$ cat src/rtl/lb_debounce_if.sv
// ---------------------------------------------------------------------------
// lb_debounce_if : raw button pin in, debounced level and edge strobes out.
// Rev 1.0
// ---------------------------------------------------------------------------
`default_nettype none

interface lb_debounce_if;
  logic btn_in;
  logic db_level;
  logic db_press;
  logic db_release;

  modport slave (
    input  btn_in,
    output db_level,
    output db_press,
    output db_release
  );

  modport master (
    output btn_in,
    input  db_level,
    input  db_press,
    input  db_release
  );
endinterface

`default_nettype wire

$ cat src/rtl/lb_debounce.sv
// ---------------------------------------------------------------------------
// lb_debounce : synchronizes and debounces a push-button; registered level
//               plus one-clock press/release strobes.   Rev 1.0
// ---------------------------------------------------------------------------
`default_nettype none

module lb_debounce #(
  parameter int unsigned STABLE_COUNT  = 1000000,
  parameter int unsigned CNT_WIDTH     = 20,
  parameter bit          ACTIVE_LOW_IN = 1'b1
) (
  input  logic         clk,
  input  logic         resetb,
  lb_debounce_if.slave db_if
);

  typedef enum logic [1:0] {
    REL     = 2'd0,
    REL_CHK = 2'd1,
    PRS     = 2'd2,
    PRS_CHK = 2'd3
  } state_t;

  localparam logic [CNT_WIDTH-1:0] c_cnt_last = CNT_WIDTH'(STABLE_COUNT - 1);
  localparam logic [CNT_WIDTH-1:0] c_cnt_one  = CNT_WIDTH'(1);
  localparam logic [CNT_WIDTH-1:0] c_cnt_zero = '0;

  logic                 sync1_q;
  logic                 sync2_q;
  logic                 w_pressed;
  state_t               state_q;
  logic [CNT_WIDTH-1:0] cnt_q;
  logic                 level_q;
  logic                 press_q;
  logic                 release_q;

  // Sync flops reset to the idle pin level so reset never looks like a press.
  always_ff @(posedge clk or negedge resetb) begin
    if (!resetb) begin
      sync1_q <= ACTIVE_LOW_IN;
      sync2_q <= ACTIVE_LOW_IN;
    end else begin
      sync1_q <= db_if.btn_in;
      sync2_q <= sync1_q;
    end
  end

  assign w_pressed = sync2_q ^ ACTIVE_LOW_IN;

  always_ff @(posedge clk or negedge resetb) begin
    if (!resetb) begin
      state_q   <= REL;
      cnt_q     <= c_cnt_zero;
      level_q   <= 1'b0;
      press_q   <= 1'b0;
      release_q <= 1'b0;
    end else begin
      press_q   <= 1'b0;
      release_q <= 1'b0;
      case (state_q)
        REL: begin
          if (w_pressed) begin
            state_q <= REL_CHK;
            cnt_q   <= c_cnt_one;
          end
        end
        REL_CHK: begin
          if (!w_pressed) begin
            state_q <= REL;
            cnt_q   <= c_cnt_zero;
          end else if (cnt_q == c_cnt_last) begin
            state_q <= PRS;
            cnt_q   <= c_cnt_zero;
            level_q <= 1'b1;
            press_q <= 1'b1;
          end else begin
            cnt_q <= cnt_q + c_cnt_one;
          end
        end
        PRS: begin
          if (!w_pressed) begin
            state_q <= PRS_CHK;
            cnt_q   <= c_cnt_one;
          end
        end
        PRS_CHK: begin
          if (w_pressed) begin
            state_q <= PRS;
            cnt_q   <= c_cnt_zero;
          end else if (cnt_q == c_cnt_last) begin
            state_q   <= REL;
            cnt_q     <= c_cnt_zero;
            level_q   <= 1'b0;
            release_q <= 1'b1;
          end else begin
            cnt_q <= cnt_q + c_cnt_one;
          end
        end
        default: begin
          state_q <= REL;
          cnt_q   <= c_cnt_zero;
          level_q <= 1'b0;
        end
      endcase
    end
  end

  assign db_if.db_level   = level_q;
  assign db_if.db_press   = press_q;
  assign db_if.db_release = release_q;

endmodule

`default_nettype wire

$ cat src/flat_wrapper.sv
// flat-port wrapper written by rule: the top's interface ports become plain ports
module lb_debounce_flat 
#(
  parameter int unsigned STABLE_COUNT  = 1000000,
  parameter int unsigned CNT_WIDTH     = 20,
  parameter bit          ACTIVE_LOW_IN = 1'b1
)
  (clk, resetb, db_if_btn_in, db_if_db_level, db_if_db_press, db_if_db_release);
  lb_debounce_if db_if_i ();
  input  logic clk;
  input  logic resetb;
  input wire logic [$bits(db_if_i.btn_in)-1:0] db_if_btn_in;
  output wire logic [$bits(db_if_i.db_level)-1:0] db_if_db_level;
  output wire logic [$bits(db_if_i.db_press)-1:0] db_if_db_press;
  output wire logic [$bits(db_if_i.db_release)-1:0] db_if_db_release;
  assign db_if_i.btn_in = db_if_btn_in;
  assign db_if_db_level = db_if_i.db_level;
  assign db_if_db_press = db_if_i.db_press;
  assign db_if_db_release = db_if_i.db_release;
  lb_debounce #(.STABLE_COUNT(STABLE_COUNT), .CNT_WIDTH(CNT_WIDTH), .ACTIVE_LOW_IN(ACTIVE_LOW_IN)) u_core (.clk(clk), .resetb(resetb), .db_if(db_if_i));
endmodule
$ cat config.mk
export PLATFORM = sky130hd
export DESIGN_NAME = lb_debounce_flat
export DESIGN_NICKNAME = d
export VERILOG_FILES = /design/src/rtl/lb_debounce_if.sv /design/src/rtl/lb_debounce.sv /design/src/flat_wrapper.sv
export SDC_FILE = /design/constraint.sdc
export NUM_CORES = 1
export LEC_CHECK = 0
export ABC_AREA = 1
export CORE_ASPECT_RATIO = 1.4
export CORE_MARGIN = 1.5
export CORE_UTILIZATION = 65
export CTS_BUF_LIST = sky130_fd_sc_hd__clkbuf_2 sky130_fd_sc_hd__clkbuf_4 sky130_fd_sc_hd__clkbuf_8
export DETAILED_ROUTE_END_ITERATION = 10
export GPL_TIMING_DRIVEN = 0
export HOLD_SLACK_MARGIN = 0.05
export PLACE_DENSITY = 0.84
export SLEW_MARGIN = 20
export SYNTH_ARGS = -nofsm -noshare
export SYNTH_HDL_FRONTEND = slang
export SYNTH_SLANG_ARGS = --single-unit
$ cat constraint.sdc
create_clock -name clk -period 3.41 [get_ports clk]
set_clock_uncertainty 0.1 [all_clocks]
set_input_delay 0.682 -clock clk [delete_from_list [all_inputs] [get_ports clk]]
set_output_delay 0.682 -clock clk [all_outputs]
set_load 0.005 [all_outputs]
Yosys cells after proc, flatten, opt, wreduce, memory -nomap -nowiden
Index checks and enable logic that the tools add are counted.
{"block": "totals", "regBits": 27, "output_inout_bits": 3, "word_cells": 48}
{"block": "classes", "n_addsub": 1, "n_eq_ne": 12, "muxes": 23, "reduce_logical": 5}
{"cell": "$mux 20", "n": 5}
{"cell": "$pmux 20 s4", "n": 1}
{"cell": "$add 20x1->20 const B", "n": 1}
{"cell": "$eq 20x20->1 const B", "n": 1}
{"cell": "$mux 2", "n": 6}
{"cell": "$mux 1", "n": 9}
{"cell": "$ne 2x1->1 const B", "n": 4}
{"cell": "$pmux 2 s4", "n": 1}
{"cell": "$reduce_and 5->1", "n": 1}
{"cell": "$eq 2x2->1 const B", "n": 2}
{"cell": "$ne 2x2->1 const B", "n": 2}
{"cell": "$reduce_and 4->1", "n": 1}
{"cell": "$ne 3x1->1 const B", "n": 1}
{"cell": "$ne 3x3->1 const B", "n": 1}
{"cell": "$eq 2x1->1 const B", "n": 1}
{"cell": "$logic_not 2->1", "n": 1}
{"cell": "$pmux 1 s2", "n": 1}
{"cell": "$reduce_and 2->1", "n": 1}
{"cell": "$reduce_bool 2->1", "n": 1}

Longest topological paths before layout
{"block": "depth", "depth_word": 4, "depth_mapped": 9}

Least setup slack after synthesis
Ideal clock, no wire load.
{"block": "synth_timing", "kind": "register to register", "startpoint": "register u_core.cnt_q[0]", "endpoint": "register u_core.cnt_q[11]", "setup_time_ns": 0.130, "t_arrival_ns": 1.303, "path_slack_ns": 1.877, "stages_incl_launch_ff": 8, "n_path_buf": 1, "synth_period_minus_slack_ns": 1.533, "cell_sequence": "dfrtp_1 > ha_1 > inv_1 > nor3_4 > nand3_4 > nand2_4 > buf_6 > o22ai_1"}
{"block": "synth_between", "elab_chain_cells": 4}
{"item": "start: declaration", "line_no": "lb_debounce.sv:32", "rtl": "logic [CNT_WIDTH-1:0] cnt_q;"}
{"item": "start signal: assignment", "line_no": "lb_debounce.sv:53", "rtl": "cnt_q <= c_cnt_zero;"}
{"item": "start signal: assignment", "line_no": "lb_debounce.sv:64", "rtl": "cnt_q <= c_cnt_one;"}
{"item": "start signal: assignment", "line_no": "lb_debounce.sv:70", "rtl": "cnt_q <= c_cnt_zero;"}
{"item": "$add 20x1->20 or $eq 20x20->1 (tied branches)"}
{"item": "$mux 20 (*)", "line_no": "lb_debounce.sv:71, lb_debounce.sv:90"}
{"item": "$mux 20, on equally long branches", "line_no": "lb_debounce.sv:87, lb_debounce.sv:68"}
{"item": "$pmux 20 s4 (*)", "line_no": "lb_debounce.sv:60", "rtl": "case (state_q)"}
Mark *: on every way between the ends. The rest lies on a longest branch, timed or not.
A chain may end at the register's enable or synchronous reset.

Worst setup path in the final report
{"block": "layout_timing", "startpoint": "register u_core.level_q (netlist: u_core.db_if.db_level)", "endpoint": "output port db_if_db_level"}
{"item": "start: declaration", "line_no": "lb_debounce.sv:33", "rtl": "logic level_q;"}
{"item": "start signal: assignment", "line_no": "lb_debounce.sv:54", "rtl": "level_q <= 1'b0;"}
{"item": "start signal: assignment", "line_no": "lb_debounce.sv:74", "rtl": "level_q <= 1'b1;"}
{"item": "start signal: assignment", "line_no": "lb_debounce.sv:93", "rtl": "level_q <= 1'b0;"}
{"item": "end: declaration", "line_no": "flat_wrapper.sv:13", "rtl": "output wire logic [$bits(db_if_i.db_level)-1:0] db_if_db_level;"}
No word-level cell between the ends.

==> results.md <==
- The final-report max-slew violation count was 0.
- The die is 45.0 um wide.
- The via count of the first global-routing pass is 1294.
- Setup violations remaining at the end of the flow were counted as 0.
- The later pin in the worst-skew pair is clocked with a latency of 320 ps.
- The number of placed instances, taps included is 241.
- The area of the core region is 2360 um2.
- For this design, the slowest cell found on the critical path is sky130_fd_sc_hd__clkdlybuf4s50_1.
- Routability-driven placement finished with a final weighted congestion of 0.859.
- The number of buffers and inverters on the critical path is 1.
- The number of antenna-violating nets in the routed design is 0.
- Setup repair after global routing left no endpoint under its margin.
- The critical path goes through clkdlybuf4s50_1.
- The final period demand of the worst path is 1980 ps.
- The placement-stage worst setup slack is 1660 ps.
- Clock tree synthesis inserted a total of 3 buffers.
- The initial antenna violation count came to 0.
- The ratio of cells with drive above 1 in the final layout is 10.8%.
- The final cell count without fillers is 245.
- The buffer levels on the longest clock path is 2.
- The largest voltage drop on the vdd net is 0.000430 V.
- At the end of the flow the core is filled with cells to 72.1%.
- Dividing the detail-routed wire length by the instance count gives 13.9 um.
- The cell sitting at the root of the clock tree is a sky130_fd_sc_hd__clkbuf_4.
- Summed over all layers, the global routing overflow is 0.
- CTS built an H-tree with a depth of 1.
- The path class of the lowest-slack min-delay path is in2async.
- The worst register-to-register path begins at u_core.cnt_q[0]$_DFFE_PN0P_.
- The type of the setup path with the least slack is reg2out.
- The synthesized netlist contains 28 unique library cells.
- In this design, the stage delay of the slowest critical-path cell is 510 ps.
- The maximum clock frequency is 506 MHz.
- The worst relative slew slack is 59.1%.
- The leakage dissipation is 0.000804 uW.
- The first-pass GRT wire length is 5.51 mm.
- The count of vias placed by the detailed router is 1416.
- The boundary pin count is 6.
- Along the worst path, the maximum fanout reaches 2.
- A synthesized cell averages 7.52 um2.
- The post-layout net count is 227.
- The area growth from synthesis to layout is 6.48%.
- The first-pass iteration count of the detailed router is 4.
- Buffers placed on the I/O ports in this run total 5.
- The worst path uses 57.9% of the clock period.
- The die is 61.7 um tall.
- The actual slew at the worst max-slew pin is 613 ps.
- The clock-pin slew on the worst setup and hold paths is 130 ps.
- The count of instances resized after the clock tree is built is 0.
- For the worst setup path, the data required time is 2630 ps.
- The die area is 2770 um2.
- The mean number of vias per cell is 5.78.
- In the global route stage, overall resource usage came out at 27.4%.
- Counting flops and latches in the post-synthesis netlist gives 27.
- The number of setup buffers added after CTS is 0.
- The number of clock sinks is 27.
- For this run, design rule violations remaining after detail routing come to 0.
- Once the floorplan was initialized, standard cells occupied 67.7% of the core.
- In this run, post-CTS hold repair placed 0 buffers.
- The number of rows created at floorplan is 21.
- Among cell families on the critical path, the largest total delay comes from buffers and inverters.
- The number of standard cells after synthesis is 213.
- When the netlist entered floorplanning its net count stood at 217.
- The cell taking the most area after synthesis is sky130_fd_sc_hd__dfrtp_1.
- The flow ran to the end, and the final reports show no timing, DRC or antenna violations.
- In the post-synthesis netlist, the biggest area contributors are sky130_fd_sc_hd__dfrtp_1, sky130_fd_sc_hd__nand2_1, sky130_fd_sc_hd__inv_1.
- The final setup slack of the worst path is 1430 ps.
- The aggregate negative setup slack is 0 ps.
- The number of inserted diodes is 0.
- The CTS tree is done.
- Entering global routing, the biggest net connects 28 pins.
- The data arrival time at the worst-slack endpoint is 1190 ps.
- The critical path capture point type is an output port.
- Sequential cells were found to cover 42.3% of the synthesized design area.
- The initial detailed-routing violation count is 51.
- The final-report hold violation count is 0.
- Summed over its instances, the top area cell type makes up 39.1% of the synthesized netlist area.
- In this run the power density over the cells is 424 nW/um2.
- The detailed placement HPWL is 2.59 mm.
- STA classifies the critical path startpoint as a flip-flop.
- For this run, the number of Yosys warnings is 0.
- For this block, the routed nets add up to 3.41 mm of wire.
- The origin of the worst setup path is u_core.db_if.db_level$_DFFE_PN0P_.
- Across the run, the number of max-cap violations was 0.
- The combined area of all synthesized cells is 1600 um2.
==> Yosys cell counts <==
cell type,count
sky130_fd_sc_hd__inv_2,2
sky130_fd_sc_hd__o21ai_1,1
sky130_fd_sc_hd__nor2_4,2
sky130_fd_sc_hd__xnor2_1,2
sky130_fd_sc_hd__nand3_1,17
sky130_fd_sc_hd__xor2_1,4
sky130_fd_sc_hd__nor3_1,4
sky130_fd_sc_hd__nand2_2,1
sky130_fd_sc_hd__nor2_1,16
sky130_fd_sc_hd__nand3b_1,1
sky130_fd_sc_hd__nand3_2,2
sky130_fd_sc_hd__nor3_2,2
sky130_fd_sc_hd__dfrtp_1,25
sky130_fd_sc_hd__nand2_4,1
sky130_fd_sc_hd__nand4_1,10
sky130_fd_sc_hd__buf_2,1
sky130_fd_sc_hd__a21oi_1,2
sky130_fd_sc_hd__nand2_1,62
sky130_fd_sc_hd__buf_6,1
sky130_fd_sc_hd__dfstp_2,2
sky130_fd_sc_hd__buf_4,1
sky130_fd_sc_hd__o21ai_0,11
sky130_fd_sc_hd__nand3_4,1
sky130_fd_sc_hd__inv_1,30
sky130_fd_sc_hd__nor2_2,2
sky130_fd_sc_hd__o22ai_1,8
sky130_fd_sc_hd__nor3_4,1
sky130_fd_sc_hd__ha_1,1
==> final cells by class <==
class	instances	area [um2]
plain buffers	3	23.8
well taps	23	28.8
multi-input cells	151	779
flip-flops and latches	27	678
inverters	32	120
clock buffers	4	30.0
repair buffers	5	45.0
fillers	207	659
==> per-stage QoR <==
stage	hold slack, ps	instance area, um2	total power, uW
floorplan	245	1600	528
global placement	246	1680	582
detailed placement	248	1680	588
CTS	253	1710	730
global route	274	1710	764
finish	248	1710	723
==> flip-flops by register name, summed over array words and instances (netlist names), named ones only <==
name,cells
u_core.db_if.db_press,1
u_core.cnt_q,20
u_core.db_if.db_level,1
u_core.state_q,1
u_core.sync1_q,1
u_core.db_if.db_release,1
u_core.sync2_q,1
==> power breakdown <==
group	internal, uW	switching [uW]	total [uW]
combinational	66.6	141	207
sequential	347	27.4	374
clock	53.8	87.7	141
==> cells in the final DEF (no fill, tap or decap) <==
cell type / instances
sky130_fd_sc_hd__nor3_4: 1
sky130_fd_sc_hd__nor2_1: 16
sky130_fd_sc_hd__nand4_1: 10
sky130_fd_sc_hd__dfrtp_1: 25
sky130_fd_sc_hd__ha_1: 1
sky130_fd_sc_hd__nand3_1: 17
sky130_fd_sc_hd__o22ai_1: 8
sky130_fd_sc_hd__nand3_4: 1
sky130_fd_sc_hd__o21ai_0: 11
sky130_fd_sc_hd__clkbuf_4: 4
sky130_fd_sc_hd__nor2_2: 2
sky130_fd_sc_hd__nand2_4: 1
sky130_fd_sc_hd__inv_2: 2
sky130_fd_sc_hd__nand3b_1: 1
sky130_fd_sc_hd__nor3_2: 2
sky130_fd_sc_hd__buf_6: 1
sky130_fd_sc_hd__buf_2: 2
sky130_fd_sc_hd__a21oi_1: 2
sky130_fd_sc_hd__o21ai_1: 1
sky130_fd_sc_hd__nor2_4: 2
sky130_fd_sc_hd__xnor2_1: 2
sky130_fd_sc_hd__nand3_2: 2
sky130_fd_sc_hd__dfstp_2: 2
sky130_fd_sc_hd__nand2_1: 62
sky130_fd_sc_hd__nand2_2: 1
sky130_fd_sc_hd__clkdlybuf4s50_1: 4
sky130_fd_sc_hd__nor3_1: 4
sky130_fd_sc_hd__inv_1: 30
sky130_fd_sc_hd__buf_4: 1
sky130_fd_sc_hd__xor2_1: 4
==> logic make-up after synthesis <==
kind of cell | after synthesis | synth area share, %
AND/OR/NAND/NOR | 122 | 37.1
buffers and inverters | 35 | 8.98
flip-flops | 27 | 42.3
AO/OA/AOI/OAI | 22 | 7.50
XOR/XNOR | 6 | 3.28
adder cells (fa/ha/maj) | 1 | 0.781
==> layer usage <==
| metal | vias up | wire (um) | track usage (%) |
|---|---|---|---|
| met5 | - | 0 | 0 |
| li1 | 705 | - | - |
| met1 | 672 | 1380 | 32.1 |
| met2 | 32 | 1820 | 50.0 |
| met4 | 0 | 70 | 12.6 |
| met3 | 7 | 146 | 2.31 |
==> final timing paths <==
check	to	slack, ps	depth (start not counted)
min	u_core.cnt_q[5]$_DFFE_PN0P_	250	1
max	db_if_db_level	1430	1
max reg2reg	u_core.cnt_q[13]$_DFFE_PN0P_	1630	7
min reg2reg	u_core.sync2_q$_DFF_PN1_	270	0
max in group asynchronous	u_core.cnt_q[15]$_DFFE_PN0P_	2560	1
min in group clk	u_core.sync2_q$_DFF_PN1_	270	0
Note: power is estimated with default switching activity, not from simulation.
